$ cat src/rtl/clock_display_scan.sv
// rtl/clock_display_scan.sv - 4-digit multiplexed 7-segment clock display scanner
// Frame-snapshotted inputs, per-slot blanking cycle, blinking colon in time mode.
module clock_display_scan #(
   parameter int SCAN_DIV     = 1000,
   parameter int BLINK_FRAMES = 64
) (
   input  logic       CLK,
   input  logic       RESET,
   input  logic [3:0] HOURS_IN,
   input  logic [5:0] MINUTES_IN,
   input  logic       AM_PM_IN,
   input  logic       ALARM_MODE,
   output logic [3:0] DIGIT_SEL,
   output logic [6:0] SEG,
   output logic       COLON,
   output logic       PM_LED,
   output logic       ALARM_LED
);

   localparam int CW = $clog2(SCAN_DIV);
   localparam int BW = $clog2(BLINK_FRAMES + 1);
   localparam logic [CW-1:0] CNT_LAST   = CW'(SCAN_DIV - 1);
   localparam logic [BW-1:0] BLINK_LAST = BW'(BLINK_FRAMES - 1);

   localparam logic [3:0] CODE_DASH  = 4'd10;
   localparam logic [3:0] CODE_BLANK = 4'd11;
   localparam logic [6:0] SEG_BLANK  = 7'b1111111;

   logic [CW-1:0] cnt;
   logic [1:0]    idx;
   logic [BW-1:0] blink_cnt;
   logic          phase;
   logic [3:0]    snap_h;
   logic [5:0]    snap_m;
   logic          snap_pm;
   logic          snap_alarm;

   logic [3:0] hr_tens, hr_ones, mn_tens, mn_ones, cur_code;
   logic [6:0] cur_glyph;
   logic       frame_end;

   function automatic logic [6:0] glyph(input logic [3:0] code);
      case (code)
         4'd0:    glyph = 7'b1000000;
         4'd1:    glyph = 7'b1111001;
         4'd2:    glyph = 7'b0100100;
         4'd3:    glyph = 7'b0110000;
         4'd4:    glyph = 7'b0011001;
         4'd5:    glyph = 7'b0010010;
         4'd6:    glyph = 7'b0000010;
         4'd7:    glyph = 7'b1111000;
         4'd8:    glyph = 7'b0000000;
         4'd9:    glyph = 7'b0010000;
         4'd10:   glyph = 7'b0111111;
         default: glyph = SEG_BLANK;
      endcase
   endfunction

   // Hour 0 reads as 12; 1..9 suppress the leading zero; 13..15 are invalid.
   always_comb begin
      hr_tens = CODE_DASH;
      hr_ones = CODE_DASH;
      if (snap_h == 4'd0) begin
         hr_tens = 4'd1;
         hr_ones = 4'd2;
      end else if (snap_h <= 4'd9) begin
         hr_tens = CODE_BLANK;
         hr_ones = snap_h;
      end else if (snap_h <= 4'd12) begin
         hr_tens = 4'd1;
         hr_ones = snap_h - 4'd10;
      end
      mn_tens = CODE_DASH;
      mn_ones = CODE_DASH;
      if (snap_m <= 6'd59) begin
         mn_tens = 4'(snap_m / 6'd10);
         mn_ones = 4'(snap_m % 6'd10);
      end
      case (idx)
         2'd0:    cur_code = hr_tens;
         2'd1:    cur_code = hr_ones;
         2'd2:    cur_code = mn_tens;
         default: cur_code = mn_ones;
      endcase
      cur_glyph = glyph(cur_code);
      frame_end = (idx == 2'd3) && (cnt == CNT_LAST);
   end

   always_ff @(posedge CLK or posedge RESET) begin
      if (RESET) begin
         cnt        <= '0;
         idx        <= 2'd0;
         blink_cnt  <= '0;
         phase      <= 1'b1;
         snap_h     <= 4'd0;
         snap_m     <= 6'd0;
         snap_pm    <= 1'b0;
         snap_alarm <= 1'b0;
         DIGIT_SEL  <= 4'b1111;
         SEG        <= SEG_BLANK;
         COLON      <= 1'b0;
         PM_LED     <= 1'b0;
         ALARM_LED  <= 1'b0;
      end else begin
         if (cnt == CNT_LAST) begin
            cnt <= '0;
            idx <= idx + 2'd1;
         end else begin
            cnt <= cnt + 1'b1;
         end
         if (frame_end) begin
            snap_h     <= HOURS_IN;
            snap_m     <= MINUTES_IN;
            snap_pm    <= AM_PM_IN;
            snap_alarm <= ALARM_MODE;
            if (blink_cnt == BLINK_LAST) begin
               blink_cnt <= '0;
               phase     <= ~phase;
            end else begin
               blink_cnt <= blink_cnt + 1'b1;
            end
         end
         // First cycle of every slot is dark so the previous digit cannot ghost.
         if (cnt == '0) begin
            DIGIT_SEL <= 4'b1111;
            SEG       <= SEG_BLANK;
         end else begin
            DIGIT_SEL <= ~(4'b0001 << idx);
            SEG       <= cur_glyph;
         end
         COLON     <= snap_alarm | phase;
         PM_LED    <= snap_pm;
         ALARM_LED <= snap_alarm;
      end
   end

endmodule

$ cat config.mk
export PLATFORM = sky130hd
export DESIGN_NAME = clock_display_scan
export DESIGN_NICKNAME = d
export VERILOG_FILES = /design/src/rtl/clock_display_scan.sv
export SDC_FILE = /design/constraint.sdc
export NUM_CORES = 1
export LEC_CHECK = 0
export ABC_AREA = 1
export BUFFER_PORTS_ARGS = -buffer_cell sky130_fd_sc_hd__buf_2
export CORE_ASPECT_RATIO = 1.2
export CORE_MARGIN = 1.5
export CORE_UTILIZATION = 30
export CTS_BUF_LIST = sky130_fd_sc_hd__clkbuf_4 sky130_fd_sc_hd__clkbuf_8
export CTS_CLUSTER_DIAMETER = 80
export DETAILED_ROUTE_END_ITERATION = 8
export GPL_TIMING_DRIVEN = 0
export PLACE_DENSITY = 0.46
export SYNTH_ARGS = -nofsm -noshare
export SYNTH_HDL_FRONTEND = slang
export SYNTH_SLANG_ARGS = --single-unit
$ cat constraint.sdc
create_clock -name CLK -period 6.6 [get_ports CLK]
set_clock_uncertainty 0.15 [all_clocks]
set_input_delay 1.32 -clock CLK [delete_from_list [all_inputs] [get_ports CLK]]
set_output_delay 1.32 -clock CLK [all_outputs]
set_load 0.005 [all_outputs]
==> summary.md, run 1 <==
| Metric | Value |
|---|---|
| Status | finished clean |
| Vias in the first global route | approximately 2,200 |
| Dominant synthesized flop cell | dfrtp_1 |
| Cell variety after synth | 30 |
| Vias | between 2,000 and 2,500 |
| Final net count | slightly below 400 |
| Drt total wl | roughly 5.5 mm |
| Drt wl/cell | around 11 um |
| Area contributors post-synth | dfrtp_1, nand2_1, dfstp_2, ha_1, inv_1 |
| Total negative slack | 0 ps |
| CTS H-tree lvls | 2 |
| Reg-to-reg startpoint | snap_m[4]$_DFFE_PP0P_ |
| RSZ-0062 raised after global routing | false |
| Synth Area in Compound Gates | 0.08899 |
| Pin count of the biggest net entering global routing | 34 |
| Slew headroom | 0.7016 |
| Post-Layout Cell Count | between 400 and 500 |
| Initial Util | 0.3054 |
| Worst Path Class, Setup | reg2reg |
| Post-CTS Setup Inserts | 0 |
| EDFF count, synth | 0 |
| Main combinational cell family by area after synthesis | simple AND/OR/NAND/NOR gates |
| Post-synthesis adder-cell area fraction | 0.07215 |
| Slew of the pin with the lowest slew margin | about 450 ps |
| Critical path required time | 6690 ps |
| Tcrit/Tclk final | 0.3804 |
| Total gr overflow | 0 |
| Fmax | 398.3 MHz |
| Sequential share of the synthesized area | 0.4483 |
| DRC errors left | 0 |
| Num rows | 37 |
| Final Setup Violations | 0 |
| Asr flop ratio synth | 1.000 |
| All-Layer GR Usage | 0.1307 |
| Core Box Area | approximately 8500 um^2 |
| Area growth from synthesis to layout | 15.97% |
| Final hold violations | 0 |
| Hold Path Depth | 0 |
| Cell Count Post-Placement | 472 |
| Mux cell area share after synthesis | 0 |
| Mapped Cells | 327 |
| TritonCTS Buffers | 5 |
| CP max FO | 8 |
| TritonRoute pass-1 iters | 4 |
| First-pass GRT wire length | 9.542 mm |
| Crit path DAT | 2600 ps |
| CTS Hold Bufs | 0 |
| Syn Area/Cell | between 7 and 8 um^2 |
| Post_cts resized | 0 |
| Pleak | about 0.0015 uW |
| Element type at the critical path start | flop |
| Post-Syn Area | 2601 um^2 |
| Initial antenna violation count | 0 |
| Die area | around 9200 um^2 |
| Pwr per Cell Area | roughly 170 nW/um^2 |
| Clk root buf | clkbuf_8 |
| Post-route ant nets | 0 |
| Die Wd | around 90 um |
| Yosys top cell by area | dfrtp_1 |
| Tmin final | 2511 ps |
| FF-to-FF setup slack | roughly 4000 ps |
| VDD IR-drop max | ~0.06 mV |
| Clock Latency Late Sink | ~300 ps |
| Share of layout cells above drive strength 1 | 0.1901 |
| Simple-gate portion of the synthesized area | 0.2968 |
| Clk buf depth | 2 |
| Util after Layout | 0.3541 |
| Worst Setup SP | snap_m[4]$_DFFE_PP0P_ |
| Top Ports | 28 |
| Worst reg2reg path depth | 18 |
| Worst Hold Class | reg2reg |
| Syn nets | roughly 360 |
| Dpl hpwl | 4.161 mm |
| Max Cap Viol | 0 |
| Share of Yosys cell area claimed by the top area cell type | 0.3271 |
| Avg Vias per Cell | between 4 and 5 |
| Register bit total from synthesis | 46 |
| Port Buf Inserts | 27 |
| Min-delay src | snap_pm$_DFFE_PP0P_ |
| # clock sinks | 46 |
| Clock slew at reported path FFs | 90 ps |
| Pins Over Slew Limit | 0 |
| Worst hold endpoint | PM_LED$_DFF_PP0_ |
| First DRT Iteration DRCs | slightly above 100 |
| RR Endpoint | SEG[6]$_DFF_PP1_ |
| Synth Area in XOR/XNOR | 0.01347 |
| N_diodes | 0 |
| CTS tree | yes |
| Placer Congestion | between 0.8 and 0.9 |
| Crit end category | flop |
| Die height | 105.0 um |
| Ys Warns | 0 |
synthesized netlist by cell type, types with 3 or more instances:
| cell | n |
|---|---|
| nor4_1 | 4 |
| nor3_1 | 7 |
| dfstp_2 | 12 |
| a31oi_1 | 3 |
| ha_1 | 15 |
| dfrtp_1 | 34 |
| nand3_1 | 33 |
| nand2_1 | 92 |
| nor2_1 | 13 |
| inv_1 | 45 |
| nand2_2 | 3 |
| inv_2 | 6 |
| xor2_1 | 3 |
| o21ai_0 | 19 |
| a21oi_1 | 13 |
| nand4_1 | 5 |
worst max-delay path by stage:
stage	slack, ps	endpoint	cells after the start
floorplan	4060	ALARM_LED$_DFF_PP0_	1
global placement	3330	cnt[3]$_DFF_PP0_	2
detailed placement	4120	SEG[6]$_DFF_PP1_	18
CTS	4100	SEG[6]$_DFF_PP1_	18
global route	3810	SEG[6]$_DFF_PP1_	19
finish	4090	SEG[6]$_DFF_PP1_	18
stage by stage:
stage | setup slack [ps] | area, um^2 | total power (uW) | hold WS (ps)
6_report | 4089 | 3017 | 513.4 | 244.7
5_1_grt | 3814 | 3017 | 534.9 | 257.9
4_1_cts | 4104 | 3017 | 524.1 | 246.8
3_5_place_dp | 4116 | 2903 | 298.8 | 222.7
3_3_place_gp | 3334 | 2883 | 297.1 | 216.3
2_1_floorplan | 4062 | 2601 | 291.3 | 204.0
critical path, stage by stage (launching register included):
cell     delay, ps
dfrtp_1        360
buf_2          160
inv_1          110
nand3_1        120
nand2_1         90
inv_2           40
nand3_1        110
nand3_1         90
nand2_1        120
nand2_2        100
nand2_1         70
nand3_1         70
nand2_1        180
inv_1           90
ha_1           210
inv_1           70
nand3_1         80
a21oi_1        160
nand2_1         70
cell usage in the layout, fill, tap and decap left out, types with 2 or more instances in the layout:
| cell | netlist | final |
|---|---|---|
| clkbuf_1 | 2 | 2 |
| nand3_2 | 2 | 2 |
| nand2_2 | 3 | 3 |
| o2111ai_1 | 2 | 2 |
| or2_2 | 2 | 2 |
| nor4_1 | 4 | 4 |
| clkbuf_8 | 0 | 5 |
| nand3_1 | 33 | 33 |
| dfrtp_1 | 34 | 34 |
| inv_2 | 6 | 7 |
| nor2_1 | 13 | 13 |
| xor2_1 | 3 | 3 |
| nor3_1 | 7 | 7 |
| dfstp_2 | 12 | 12 |
| inv_1 | 45 | 44 |
| a31oi_1 | 3 | 3 |
| a21oi_1 | 13 | 13 |
| nand4_1 | 5 | 5 |
| ha_1 | 15 | 15 |
| buf_2 | 2 | 29 |
| nand2_1 | 92 | 92 |
| o21ai_0 | 19 | 19 |
| nor3_4 | 2 | 2 |
layer usage:
| metal | vias up | GRT usage | part of all wire |
|---|---|---|---|
| li1 | 1126 | - | - |
| met1 | 1015 | 0.1520 | 0.45 |
| met2 | 24 | 0.2268 | 0.51 |
| met3 | 9 | 0.02370 | 0.020 |
| met4 | 0 | 0.06009 | 0.019 |
| met5 | - | 0 | 0 |
registers in the layout, indices dropped and copies added, names as in the netlist:
| name | cells |
|---|---|
| snap_pm | 1 |
| blink_cnt | 7 |
| idx | 2 |
| COLON | 1 |
| DIGIT_SEL | 4 |
| snap_alarm | 1 |
| SEG | 7 |
| ALARM_LED | 1 |
| snap_h | 4 |
| cnt | 10 |
| snap_m | 6 |
| phase | 1 |
| PM_LED | 1 |
power breakdown:
part | internal (uW) | leakage (uW) | total, uW | switching (uW)
registers | 282 | 0.000508 | 282 | 0
logic | 3.91 | 0.000907 | 10.7 | 6.76
clock network | 117 | 0.0000548 | 221 | 103
total | 403 | 0.00147 | 513 | 110
cell families after synthesis:
kind of cell	Yosys count
flops	46
fa+ha+maj	15
compound gates	42
xor+xnor	4
simple gates	165
buf+inv	55
final cells by class:
| class | count | area, um^2 |
|---|---|---|
| tap | 117 | 146.4 |
| clock buffer | 6 | 76.32 |
| buffer | 4 | 17.52 |
| inverter | 51 | 191.4 |
| sequential | 46 | 1166 |
| timing repair buffer | 28 | 155.1 |
| fill | 946 | 5502 |
| multi-input combinational | 226 | 1226 |
| clock inverter | 2 | 37.54 |
No activity file was read; power rests on OpenSTA's default activity.
==> inputs of run 2 (changes only) <==
- ABC_AREA: 1 -> 0
- PLACE_DENSITY: 0.46 -> 0.48
- clock period: 6.6 -> 2.3 ns (I/O delays scaled with it)
==> summary.md, run 2 <==
| Metric | Value |
|---|---|
| Multi-input logic area | 1559 um^2 (was 1226 um^2) |
| Clk root buf | clkbuf_8 (unchanged) |
| Register bit total from synthesis | 46 (unchanged) |
| Slew of the pin with the lowest slew margin | 532.5 ps (was 447.6 ps) |
| Yosys top cell by area | dfrtp_1 (unchanged) |
| Element type at the critical path start | flop (unchanged) |
| CTS tree | yes (unchanged) |
| Placed cell area | 3008 um^2 (was 2903 um^2) |
| Post-Layout Cell Count | 458 (was 480) |
| Dpl hpwl | 4.126 mm (was 4.161 mm) |
| Slew headroom | 0.6445 (was 0.7016) |
| Top reg by flops | cnt (unchanged) |
| Top Registers | cnt (10), SEG (7), blink_cnt (7) (unchanged) |
| EDFF count, synth | 0 (unchanged) |
| Vias in the first global route | 2,249 (was 2,176) |
| Tcrit/Tclk final | 1.102 (was 0.3804) |
| Mapped Cells | 283 (was 327) |
| Status | finished with violations (was finished clean) |
| Post-Syn Area | 2648 um^2 (was 2601 um^2) |
| Critical path's slowest cell | dfrtp_2 (was dfrtp_1) |
| Filler cell count in the final layout | 856 (was 946) |
| Avg Vias per Cell | 4.760 (was 4.529) |
| Hold_ws | 43.57 ps (was 244.7 ps) |
| CTS H-tree lvls | 2 (unchanged) |
| Clk buf depth | 2 (unchanged) |
| Register area | 1174 um^2 (was 1166 um^2) |
| CP max FO | 7 (was 8) |
| Critical path required time | 2380 ps (was 6690 ps) |
| Worst Hold Class | in2async (was reg2reg) |
| Pins Over Slew Limit | 0 (unchanged) |
| Worst Path Class, Setup | reg2reg (unchanged) |
| Core Box Area | 8564 um^2 (was 8518 um^2) |
| Cell variety after synth | 56 (was 30) |
| Fmax | 394.4 MHz (was 398.3 MHz) |
| Final hold violations | 0 (unchanged) |
| Largest register FFs | 10 (unchanged) |
| Post-route ant nets | 0 (unchanged) |
| VDD IR-drop max | 0.2449 mV (was 0.06103 mV) |
| Crit path DAT | 2620 ps (was 2600 ps) |
| Drt wl/cell | 13.05 um (was 11.39 um) |
| Most common cell after layout, fill and taps aside | nand2_1 (unchanged) |
| Tmin final | 2535 ps (was 2511 ps) |
| Placer Congestion | 0.8254 (was 0.8237) |
| Drt total wl | 5.978 mm (was 5.467 mm) |
| WP buf/inv | 1 (was 5) |
| Clock slew at reported path FFs | 90 ps (about the same) |
| TritonCTS Buffers | 5 (unchanged) |
| Commonest non-fill, non-tap cells in the layout | nand2_1, dfrtp_1, buf_2 (was nand2_1, inv_1, dfrtp_1) |
| Total gr overflow | 0 (unchanged) |
| Die height | 105.9 um (was 105.0 um) |
| Worst Slack Setup Final | -235.3 ps (was 4089 ps) |
| Synth cell count leaders | nand2_1, dfrtp_1, nor2_1 (was nand2_1, inv_1, dfrtp_1) |
| Dominant synthesized flop cell | dfrtp_1 (unchanged) |
| Top delay family on crit path | compound AO/OA/AOI/OAI gates (was simple AND/OR/NAND/NOR gates) |
| Syn nets | 312 (was 356) |
| N_diodes | 0 (unchanged) |
| Sequential share of the synthesized area | 0.4405 (was 0.4483) |
| Top Ports | 28 (unchanged) |
| Pin count of the biggest net entering global routing | 25 (was 34) |
| Count leader, synth | nand2_1 (unchanged) |
| Initial Util | 0.3091 (was 0.3054) |
| Final net count | 369 (was 391) |
| # clock sinks | 46 (unchanged) |
| Port Buf Inserts | 27 (unchanged) |
| Crit end category | flop (unchanged) |
| RSZ-0062 raised after global routing | true (was false) |
| Share of Yosys cell area claimed by the top area cell type | 0.3214 (was 0.3271) |
| Total negative slack | -1376 ps (was 0 ps) |
| Max incr delay on CP | 450 ps (was 360 ps) |
| Area contributors post-synth | dfrtp_1, dfstp_2, ha_1, nand2_1, xnor2_1 (was dfrtp_1, nand2_1, dfstp_2, ha_1, inv_1) |
| Pleak | 0.001560 uW (was 0.001469 uW) |
| Ys Warns | 0 (unchanged) |
| Die area | 9400 um^2 (was 9241 um^2) |
| Failing checks | setup timing |
| Asr flop ratio synth | 1.000 (unchanged) |
| Max Cap Viol | 0 (unchanged) |
| DRC errors left | 0 (unchanged) |
| Vias | 2,180 (was 2,174) |
| Worst-path cell chain | nand2b_4 > nor2_4 > a211oi_2 > a31o_2 > ha_4 > buf_4 > nand2_1 > o221ai_1 > o32a_4 > and3_4 > a22oi_2 (was buf_2 > inv_1 > nand3_1 > nand2_1 > inv_2 > nand3_1 > nand3_1 > nand2_1 > nand2_2 > nand2_1 > nand3_1 > nand2_1 > inv_1 > ha_1 > inv_1 > nand3_1 > a21oi_1 > nand2_1) |
| First DRT Iteration DRCs | 125 (was 101) |
| Design area | 3498 um^2 (was 3017 um^2) |
| Pwr per Cell Area | 414.0 nW/um^2 (was 170.2 nW/um^2) |
| First-pass GRT wire length | 10.27 mm (was 9.542 mm) |
| Num rows | 37 (unchanged) |
| Area growth from synthesis to layout | 32.14% (was 15.97%) |
| Clock Latency Late Sink | 300 ps (about the same) |
| Syn Area/Cell | 9.355 um^2 (was 7.955 um^2) |
| Initial antenna violation count | 0 (unchanged) |
| Final Setup Violations | 7 (was 0) |
| All-Layer GR Usage | 0.1375 (was 0.1307) |
| Share of layout cells above drive strength 1 | 0.3724 (was 0.1901) |
| Cell Count Post-Placement | 428 (was 472) |
| Die Wd | 88.76 um (was 88.01 um) |
| TritonRoute pass-1 iters | 4 (unchanged) |
-- run 2: cell count changes after synthesis, moves of 9 or more --
| cell | change |
|---|---|
| nand2_1 | -43 |
| inv_1 | -30 |
| nand3_1 | -26 |
| o21ai_0 | -11 |
| o21ai_1 | +9 |
| xnor2_1 | +9 |
-- run 2: final timing paths --
check / startpoint / endpoint / slack, ps / cells after the start
min reg2reg: snap_pm$_DFFE_PP0P_ / PM_LED$_DFF_PP0_ / 240 / 0
max in group asynchronous: RESET / phase$_DFFE_PP1P_ / 1390 / 3
max: snap_m[3]$_DFFE_PP0P_ / SEG[0]$_DFF_PP1_ / -240 / 11
min in group CLK: MINUTES_IN[0] / snap_m[0]$_DFFE_PP0P_ / 200 / 3
max reg2reg: snap_m[3]$_DFFE_PP0P_ / SEG[0]$_DFF_PP1_ / -240 / 11
min: RESET / idx[0]$_DFFE_PP0N_ / 40 / 2
-- run 2: kinds of logic (layout without fill, tap and decap cells) --
| group | after synthesis | after routing | synth area share |
|---|---|---|---|
| AND/OR/NAND/NOR | 106 | 106 | 0.1881 |
| flip-flops | 46 | 46 | 0.4405 |
| XOR/XNOR | 16 | 16 | 0.05293 |
| adder cells (fa/ha/maj) | 16 | 16 | 0.07467 |
| multiplexers | 5 | 5 | 0.01938 |
| AO/OA/AOI/OAI | 64 | 64 | 0.1753 |
| buffers and inverters | 30 | 88 | 0.04914 |
-- run 2: where the power goes --
group	switching (uW)	leakage, uW	total [uW]	internal, uW
combinational	19.2	0.000996	31.9	12.8
sequential	0	0.000505	809	809
clock	282	0.0000590	607	325
total	301	0.00156	1450	1150
-- run 2: per-layer routing --
metal | wire length, um | vias to the layer above | GRT usage
met2 | 3131 | 37 | 0.2403
met1 | 2562 | 1039 | 0.1646
met4 | 132 | 0 | 0.05692
met3 | 150 | 12 | 0.02096
li1 | - | 1092 | -
met5 | 0 | - | 0
-- run 2: through the flow --
step	total power (uW)	util	setup WS, ps
after floorplan	836.2	-	-99.64
after global placement	852.4	0.3480	-363.5
after detailed placement	858.4	0.3512	-369.9
after CTS	1485	0.3866	-232.4
after global routing	1514	0.4085	-340.8
final	1448	0.4085	-235.3
-- run 2: timing repair --
action / CTS / global route
cloned: 1 / 0
setup endpoints to repair: 23 / 23
hold buffers: 0 / 0
pin swaps: 8 / 18
buffers inserted: 12 / 12
gates resized for setup: 25 / 25
-- run 2: layout make-up --
cell class | count | share of cell area
plain buffers | 11 | 0.02217
clock buffers | 5 | 0.01967
clock inverters | 3 | 0.01216
inverters | 16 | 0.01931
multi-input cells | 207 | 0.4456
flip-flops and latches | 46 | 0.3355
well taps | 117 | 0.04185
repair buffers | 53 | 0.1037
==> inputs of run 3 (changes only) <==
- BUFFER_PORTS_ARGS: -buffer_cell sky130_fd_sc_hd__buf_2 -> default
- DONT_BUFFER_PORTS: default -> 1
- PLACE_DENSITY: 0.48 -> 0.45
==> summary.md, run 3 (synthesis results as in run 2) <==
| Metric | Value |
|---|---|
| Worst-path cell chain | buf_6 > inv_8 > nor2_4 > a211oi_2 > a31o_2 > ha_4 > nor4b_2 > a41oi_2 > o32ai_2 > o32a_4 > and3_4 > a22oi_2 (was nand2b_4 > nor2_4 > a211oi_2 > a31o_2 > ha_4 > buf_4 > nand2_1 > o221ai_1 > o32a_4 > and3_4 > a22oi_2) |
| Pin count of the biggest net entering global routing | 37 (was 25) |
| N_diodes | 0 (unchanged) |
| Avg Vias per Cell | 4.944 (was 4.760) |
| Max incr delay on CP | 430 ps (was 450 ps) |
| CTS tree | yes (unchanged) |
| Filler cell count in the final layout | 878 (was 856) |
| Initial antenna violation count | 0 (unchanged) |
| Num rows | 37 (unchanged) |
| TritonCTS Buffers | 5 (unchanged) |
| Top Registers | cnt (10), SEG (7), blink_cnt (7) (unchanged) |
| Tcrit/Tclk final | 1.105 (was 1.102) |
| First-pass GRT wire length | 10.40 mm (was 10.27 mm) |
| Clock slew at reported path FFs | 80 ps (was 90 ps) |
| Clk buf depth | 2 (unchanged) |
| Worst Slack Setup Final | -242.1 ps (was -235.3 ps) |
| CP max FO | 7 (unchanged) |
| Placer Congestion | 0.8827 (was 0.8254) |
| TritonRoute pass-1 iters | 4 (unchanged) |
| Area growth from synthesis to layout | 25.43% (was 32.14%) |
| Slew of the pin with the lowest slew margin | 500.5 ps (was 532.5 ps) |
| Place WS | -395.0 ps (was -369.9 ps) |
| Cell Count Post-Placement | 401 (was 428) |
| Slew headroom | 0.6663 (was 0.6445) |
| Max Cap Viol | 0 (unchanged) |
| RSZ-0062 raised after global routing | true (unchanged) |
| Port Buf Inserts | 0 (was 27) |
| CTS H-tree lvls | 2 (unchanged) |
| Crit end category | flop (unchanged) |
| Drt wl/cell | 14.41 um (was 13.05 um) |
| WP buf/inv | 2 (was 1) |
| Most common cell after layout, fill and taps aside | nand2_1 (unchanged) |
| Commonest non-fill, non-tap cells in the layout | nand2_1, dfrtp_1, buf_4 (was nand2_1, dfrtp_1, buf_2) |
| Final hold violations | 0 (unchanged) |
| Failing checks | setup timing (unchanged) |
| Worst Hold Class | in2reg (was in2async) |
| Multi-input logic area | 1550 um^2 (was 1559 um^2) |
| Vias in the first global route | 2,118 (was 2,249) |
| Fmax | 393.4 MHz (was 394.4 MHz) |
| Crit path DAT | 2620 ps (about the same) |
| Final Setup Violations | 7 (unchanged) |
| Largest register FFs | 10 (unchanged) |
| Total negative slack | -1549 ps (was -1376 ps) |
| Pins Over Slew Limit | 0 (unchanged) |
| Critical path's slowest cell | dfrtp_2 (unchanged) |
| Critical path required time | 2380 ps (about the same) |
| # clock sinks | 46 (unchanged) |
| Top reg by flops | cnt (unchanged) |
| Util after Layout | 0.3877 (was 0.4085) |
| Die area | 9400 um^2 (unchanged) |
| DRC errors left | 0 (unchanged) |
| Share of layout cells above drive strength 1 | 0.3173 (was 0.3724) |
| First DRT Iteration DRCs | 101 (was 125) |
| Drt total wl | 6.180 mm (was 5.978 mm) |
| Dpl hpwl | 4.151 mm (was 4.126 mm) |
| Clock Latency Late Sink | 300 ps (about the same) |
| Status | finished with violations (unchanged) |
| Total gr overflow | 0 (unchanged) |
| Die height | 105.9 um (unchanged) |
| Register area | 1175 um^2 (was 1174 um^2) |
| Pwr per Cell Area | 411.9 nW/um^2 (was 414.0 nW/um^2) |
| VDD IR-drop max | 0.1607 mV (was 0.2449 mV) |
| Element type at the critical path start | flop (unchanged) |
| Post-route ant nets | 0 (unchanged) |
| Final Power | 1368 uW (was 1448 uW) |
| Core Box Area | 8564 um^2 (unchanged) |
| Tmin final | 2542 ps (was 2535 ps) |
| Top Ports | 28 (unchanged) |
| Post-Layout Cell Count | 429 (was 458) |
| All-Layer GR Usage | 0.1415 (was 0.1375) |
| Final net count | 340 (was 369) |
| Vias | 2,121 (was 2,180) |
| Die Wd | 88.76 um (unchanged) |
| Worst Path Class, Setup | reg2reg (unchanged) |
| Initial Util | 0.3091 (unchanged) |
| Pleak | 0.001432 uW (was 0.001560 uW) |
| Top delay family on crit path | compound AO/OA/AOI/OAI gates (unchanged) |
| Clk root buf | clkbuf_8 (unchanged) |
==> run 3: cell count changes in the layout (fill, tap and decap cells not counted), moves of 2 or more <==
cell,delta
buf_2,-26
inv_4,-2
clkbuf_4,+2
buf_4,-5
==> run 3: final cells by class <==
class,instances,share of cell area
Timing Repair Buffer,24,0.05916
Inverter,16,0.02110
Sequential cell,46,0.3538
Buffer,11,0.02562
Multi-Input combinational cell,207,0.4668
Clock buffer,8,0.02939
Tap cell,117,0.04408
==> run 3: through the flow <==
stage | area, um^2 | hold WS [ps]
2_1_floorplan | 2699 | 203.5
3_3_place_gp | 2845 | 210.4
6_report | 3321 | 111.7
3_5_place_dp | 2865 | 145.3
5_1_grt | 3321 | 97.62
4_1_cts | 3128 | 97.64
==> run 3: worst paths after layout <==
check | startpoint | end | slack (ps) | cells past startpoint
min | MINUTES_IN[0] | snap_m[0]$_DFFE_PP0P_ | 110 | 2
max reg2reg | snap_m[4]$_DFFE_PP0P_ | SEG[0]$_DFF_PP1_ | -240 | 12
max in group asynchronous | RESET | SEG[3]$_DFF_PP1_ | 1080 | 3
min reg2reg | snap_pm$_DFFE_PP0P_ | PM_LED$_DFF_PP0_ | 230 | 0
min in group asynchronous | RESET | snap_pm$_DFFE_PP0P_ | 380 | 2
max | snap_m[4]$_DFFE_PP0P_ | SEG[0]$_DFF_PP1_ | -240 | 12
==> run 3: timing repair <==
action	in CTS	in global routing
setup endpoints to repair	23	23
hold buffers	1	0
gates cloned	1	0
resized for setup	22	32
endpoints found under the hold margin	9	0
buffers inserted	11	10
pin swaps	9	20
==> run 3: layer usage <==
layer	part of all wire	up-vias	routed length, um	GRT usage
met4	0.023	0	145	0.05915
li1	-	1035	-	-
met2	0.52	32	3214	0.2370
met5	0	-	0	0
met1	0.43	1043	2632	0.1727
met3	0.030	11	187	0.03028
==> run 3: worst register-to-register path, delay by kind of cell (launching register included) <==
family	cells	cell delay [ps]
compound gates	6	1220
fa+ha+maj	1	170
buf+inv	2	200
simple gates	3	310
flops	1	430
==> run 3: power breakdown <==
group	total, uW	leakage (uW)	internal (uW)	switching, uW
clock network	537	0.0000523	269	268
logic	21.5	0.000876	5.00	16.5
registers	809	0.000504	809	0
